## src/rtl/imm_gen_pipe.sv

```systemverilog
// Pipelined RV32/RV64 immediate generator with valid/ready handshakes and an optional skid entry.
// Define IMM_CSR_EN to decode format 5 (CSR zimm); otherwise it is reported as illegal.
module imm_gen_pipe #(
  parameter int XLEN  = 32,
  parameter int TAG_W = 5,
  parameter int SKID  = 1
) (
  input  logic             clk,
  input  logic             rst,
  input  logic             flush,
  input  logic             in_valid,
  output logic             in_ready,
  input  logic [24:0]      in_instr,
  input  logic [2:0]       in_imm_src,
  input  logic [TAG_W-1:0] in_tag,
  output logic             out_valid,
  input  logic             out_ready,
  output logic [XLEN-1:0]  out_imm,
  output logic [TAG_W-1:0] out_tag,
  output logic             out_illegal
);

  logic             o_valid_q, o_valid_d;
  logic [XLEN-1:0]  o_imm_q, o_imm_d;
  logic [TAG_W-1:0] o_tag_q, o_tag_d;
  logic             o_ill_q, o_ill_d;

  logic             k_valid_q, k_valid_d;
  logic [XLEN-1:0]  k_imm_q, k_imm_d;
  logic [TAG_W-1:0] k_tag_q, k_tag_d;
  logic             k_ill_q, k_ill_d;

  logic [31:0]      imm32;
  logic             new_ill;
  logic [XLEN-1:0]  new_imm;
  logic             accept;
  logic             o_free;

  // in_instr[n] holds instruction bit n+7
  always_comb begin
    imm32   = 32'd0;
    new_ill = 1'b0;
    case (in_imm_src)
      3'd0: imm32 = {{20{in_instr[24]}}, in_instr[24:13]};
      3'd1: imm32 = {{20{in_instr[24]}}, in_instr[24:18], in_instr[4:0]};
      3'd2: imm32 = {{20{in_instr[24]}}, in_instr[0], in_instr[23:18], in_instr[4:1], 1'b0};
      3'd3: imm32 = {{12{in_instr[24]}}, in_instr[12:5], in_instr[13], in_instr[23:14], 1'b0};
      3'd4: imm32 = {in_instr[24:5], 12'd0};
`ifdef IMM_CSR_EN
      3'd5: imm32 = {27'd0, in_instr[12:8]};
`else
      3'd5: new_ill = 1'b1;
`endif
      default: new_ill = 1'b1;
    endcase
  end

  // Every format is already sign-correct at bit 31, so widen from there
  always_comb begin
    new_imm       = {XLEN{imm32[31]}};
    new_imm[31:0] = imm32;
  end

  assign in_ready = (SKID != 0) ? !k_valid_q : (!o_valid_q || out_ready);
  assign accept   = in_valid && in_ready;
  assign o_free   = !o_valid_q || out_ready;

  always_comb begin
    o_valid_d = o_valid_q;
    o_imm_d   = o_imm_q;
    o_tag_d   = o_tag_q;
    o_ill_d   = o_ill_q;
    k_valid_d = k_valid_q;
    k_imm_d   = k_imm_q;
    k_tag_d   = k_tag_q;
    k_ill_d   = k_ill_q;
    if (flush) begin
      o_valid_d = 1'b0;
      k_valid_d = 1'b0;
    end else if (o_free) begin
      // An occupied skid entry blocks in_ready, so it never races a new accept
      if (k_valid_q) begin
        o_valid_d = 1'b1;
        o_imm_d   = k_imm_q;
        o_tag_d   = k_tag_q;
        o_ill_d   = k_ill_q;
        k_valid_d = 1'b0;
      end else if (accept) begin
        o_valid_d = 1'b1;
        o_imm_d   = new_imm;
        o_tag_d   = in_tag;
        o_ill_d   = new_ill;
      end else begin
        o_valid_d = 1'b0;
      end
    end else if (accept && (SKID != 0)) begin
      k_valid_d = 1'b1;
      k_imm_d   = new_imm;
      k_tag_d   = in_tag;
      k_ill_d   = new_ill;
    end
  end

  always_ff @(posedge clk or posedge rst) begin
    if (rst) begin
      o_valid_q <= 1'b0;
      o_imm_q   <= '0;
      o_tag_q   <= '0;
      o_ill_q   <= 1'b0;
      k_valid_q <= 1'b0;
      k_imm_q   <= '0;
      k_tag_q   <= '0;
      k_ill_q   <= 1'b0;
    end else begin
      o_valid_q <= o_valid_d;
      o_imm_q   <= o_imm_d;
      o_tag_q   <= o_tag_d;
      o_ill_q   <= o_ill_d;
      k_valid_q <= k_valid_d;
      k_imm_q   <= k_imm_d;
      k_tag_q   <= k_tag_d;
      k_ill_q   <= k_ill_d;
    end
  end

  assign out_valid   = o_valid_q;
  assign out_imm     = o_imm_q;
  assign out_tag     = o_tag_q;
  assign out_illegal = o_ill_q;

endmodule

```

## config.mk

```make
export PLATFORM = sky130hd
export DESIGN_NAME = imm_gen_pipe
export DESIGN_NICKNAME = d
export VERILOG_FILES = /design/src/rtl/imm_gen_pipe.sv
export SDC_FILE = /design/constraint.sdc
export NUM_CORES = 1
export LEC_CHECK = 0
export CORE_AREA = 2 2 108 84
export CTS_BUF_LIST = sky130_fd_sc_hd__clkbuf_8
export DETAILED_ROUTE_END_ITERATION = 12
export DIE_AREA = 0 0 110 86
export PLACE_DENSITY = 0.72
export SYNTH_ARGS = -nofsm -noshare
export SYNTH_HDL_FRONTEND = slang
export SYNTH_SLANG_ARGS = --single-unit
```

## constraint.sdc

```tcl
create_clock -name clk -period 4.5 [get_ports clk]
set_clock_uncertainty 0.05 [all_clocks]
set_input_delay 0.9 -clock clk [delete_from_list [all_inputs] [get_ports clk]]
set_output_delay 0.9 -clock clk [all_outputs]
set_load 0.1 [all_outputs]
```

==> impl_metrics.json <==
{
  "die_w_um": 110,
  "syn_inst": 398,
  "layout.nets": 500,
  "worst_pin_slew_ns": 1.06,
  "power_mw": 2.18,
  "wl_um": 8680,
  "place_area_um2": 4490,
  "critical_path.max_stage_delay_ns": 0.64,
  "htreeDepth": 3,
  "place_ws_ns": 1.29,
  "seq_area_um2": 1950,
  "synth_nets": 436,
  "grt_first_pass_wirelength_um": 14700,
  "seq_area_frac_synth": 0.529,
  "status": "finished, final reports clean",
  "synth_compound_area_frac": 0.197,
  "grt_pass1_vias": 2949,
  "startpoint_type": "flop",
  "num_io_pins": 78,
  "slew_headroom": 0.294,
  "rsz0062_at_grt": "false",
  "cts_buffers": 9,
  "ys_warn_count": 0,
  "hold_depth": 2,
  "vias_per_cell": 5.28,
  "synth_adder_area_share": 0,
  "drt-pass1-iter-count": 4,
  "grt_use_total": 0.200,
  "crit_required_ns": 3.55,
  "globalRouteOverflowTotal": 0,
  "min_path_type": "reg2reg",
  "power.density_nw_per_um2": 464,
  "synthMuxAreaShare": 0.0631,
  "path_class": "reg2out",
  "layout_min_cycle_time_ns": 2.97,
  "cp_num_buf_inv": 2,
  "insertion_delay_ns": 0.35,
  "synth_edf_count": 0,
  "fin_setup_tns_ns": 0,
  "synth_ff_type": "dfrtp_1",
  "ys_seq_elements": 78,
  "cp.arrival_ns": 2.02,
  "place_congestion": 0.793,
  "ff2ff_path_depth": 5,
  "synth-simple-area-share": 0.158,
  "synth_top_family_by_area": "compound AO/OA/AOI/OAI gates",
  "leakage_nw": 1.99,
  "num_rows": 29,
  "postLayoutCellArea_um2": 4690,
  "crit_slowest_cell": "dfrtp_1",
  "ys_types": 32,
  "wl_per_cell_um": 15.1,
  "via_count": 3035,
  "core_area_um2": 8310,
  "dieHeight_um": 86,
  "maxSlewViolCount": 0,
  "syn_area_um2": 3690,
  "cts.repair.resized": 0,
  "antenna_found_initial": 0,
  "hold_viol": 0,
  "post_cts_buffers": 0,
  "die_area_um2": 9460,
  "setup_viol": 0,
  "cts_tree": "built",
  "area_growth_pct": 27.2,
  "grt_max_degree": 65,
  "cp_max_fo": 19,
  "ir_worst_vdd_mv": 0.233,
  "setup_ws_ns": 1.53,
  "crit_family": "buffers and inverters",
  "min_period_over_period": 0.660,
  "fillerInstances": 775,
  "end_kind": "primary output",
  "root_buffer": "clkbuf_8",
  "fmax_mhz": 336,
  "cts.sinks": 78,
  "multi_input_area_um2": 1570,
  "ant_nets": 0,
  "dp_hpwl_um": 5900,
  "diodes": 0,
  "cp.depth": 2,
  "drc": 0,
  "path_clk_slew_ns": 0.08,
  "initial_utilization": 0.444,
  "async_flop_share": 1.00,
  "path_cells": "clkinv_1, buf_4",
  "yosys.area_share.xor_xnor": 0.00441,
  "drive_above_1_share": 0.0921,
  "drtIter0Drc": 174,
  "port_buffers": 77,
  "avgSynthCellArea_um2": 9.27,
  "cts_buffer_depth": 2,
  "max_cap_viol_count": 0,
  "ctsHoldBuffers": 0
}
-- cell usage in the layout, fill, tap and decap left out, types with 10 or more instances in the layout --
master and instances:
clkdlybuf4s50_1 76, o21ai_0 45, o21ai_1 18, dfrtp_1 78
nand2b_1 15, mux2i_1 12, nand2_1 84, a21oi_1 43
mux2_2 10, clkbuf_8 10
-- per-layer routing --
| metal | up-vias | part of all wire | track usage |
|---|---|---|---|
| met5 | - | 0 | 0 |
| met4 | 0 | 0.0083 | 0.0472 |
| met3 | 6 | 0.068 | 0.0593 |
| met2 | 85 | 0.46 | 0.305 |
| met1 | 1451 | 0.46 | 0.283 |
| li1 | 1493 | - | - |
-- worst reg2reg max path, cell delays in order, from the launching register on --
cell and delay (ns):
dfrtp_1 0.56, nor2_2 0.29, or3_1 0.83, buf_4 0.37, a21oi_1 0.06, a21oi_1 0.15
-- registers in the layout, indices dropped and copies added, names as in the netlist --
signal	count
out_valid	1
k_imm_q	32
k_valid_q	1
k_ill_q	1
out_illegal	1
out_tag	5
out_imm	32
k_tag_q	5
-- logic make-up (layout without fill, tap and decap cells) --
family | Yosys count | in the layout
muxes | 22 | 22
buffers and inverters | 34 | 103
AOI/OAI and AO/OA | 133 | 133
DFF | 78 | 78
and+or+nand+nor | 130 | 130
xor gates and xnor gates | 1 | 1
-- stage by stage --
step | instances | hold WS (ns) | utilization
2_1_floorplan | 398 | 0.394 | -
3_3_place_gp | 559 | 0.406 | 0.541
3_5_place_dp | 559 | 0.413 | 0.541
4_1_cts | 575 | 0.432 | 0.565
5_1_grt | 575 | 0.459 | 0.565
6_report | 575 | 0.429 | 0.565
-- where the power goes --
| group | total, mW | switching, mW | internal [mW] |
|---|---|---|---|
| registers | 0.888 | 0.0659 | 0.822 |
| clock network | 0.527 | 0.257 | 0.269 |
| logic | 0.765 | 0.561 | 0.204 |
| total | 2.18 | 0.884 | 1.30 |
-- area by class of cell --
| cell class | count | area share |
|---|---|---|
| Sequential cell | 78 | 0.416 |
| Timing Repair Buffer | 85 | 0.176 |
| Clock inverter | 6 | 0.0133 |
| Clock buffer | 10 | 0.0293 |
| Inverter | 2 | 0.00187 |
| Multi-Input combinational cell | 286 | 0.334 |
| Tap cell | 108 | 0.0288 |
-- cell usage after synthesis (8+ instances only) --
cell type | number | area share
a21oi_1 | 43 | 0.058
a31oi_1 | 8 | 0.014
buf_2 | 18 | 0.024
clkbuf_1 | 9 | 0.0092
dfrtp_1 | 78 | 0.53
mux2_2 | 10 | 0.031
mux2i_1 | 12 | 0.033
nand2_1 | 84 | 0.085
nand2b_1 | 15 | 0.025
nand3_1 | 10 | 0.014
nor2_1 | 9 | 0.0092
o211ai_1 | 8 | 0.016
o21a_1 | 8 | 0.016
o21ai_0 | 45 | 0.061
o21ai_1 | 18 | 0.024
-- path summary, 6_finish.rpt --
check	startpoint	endpoint	slack (ns)
setup / recovery	k_valid_q	in_ready	1.53
hold / removal	k_imm_q[23]	k_imm_q[23]	0.43
setup reg to reg	k_valid_q	out_imm[31]	2.12
hold reg to reg	k_imm_q[23]	k_imm_q[23]	0.43
max in group asynchronous	rst	out_imm[20]	2.55
min in group asynchronous	rst	out_tag[1]	1.04
Power figures use the tool's default switching activity.
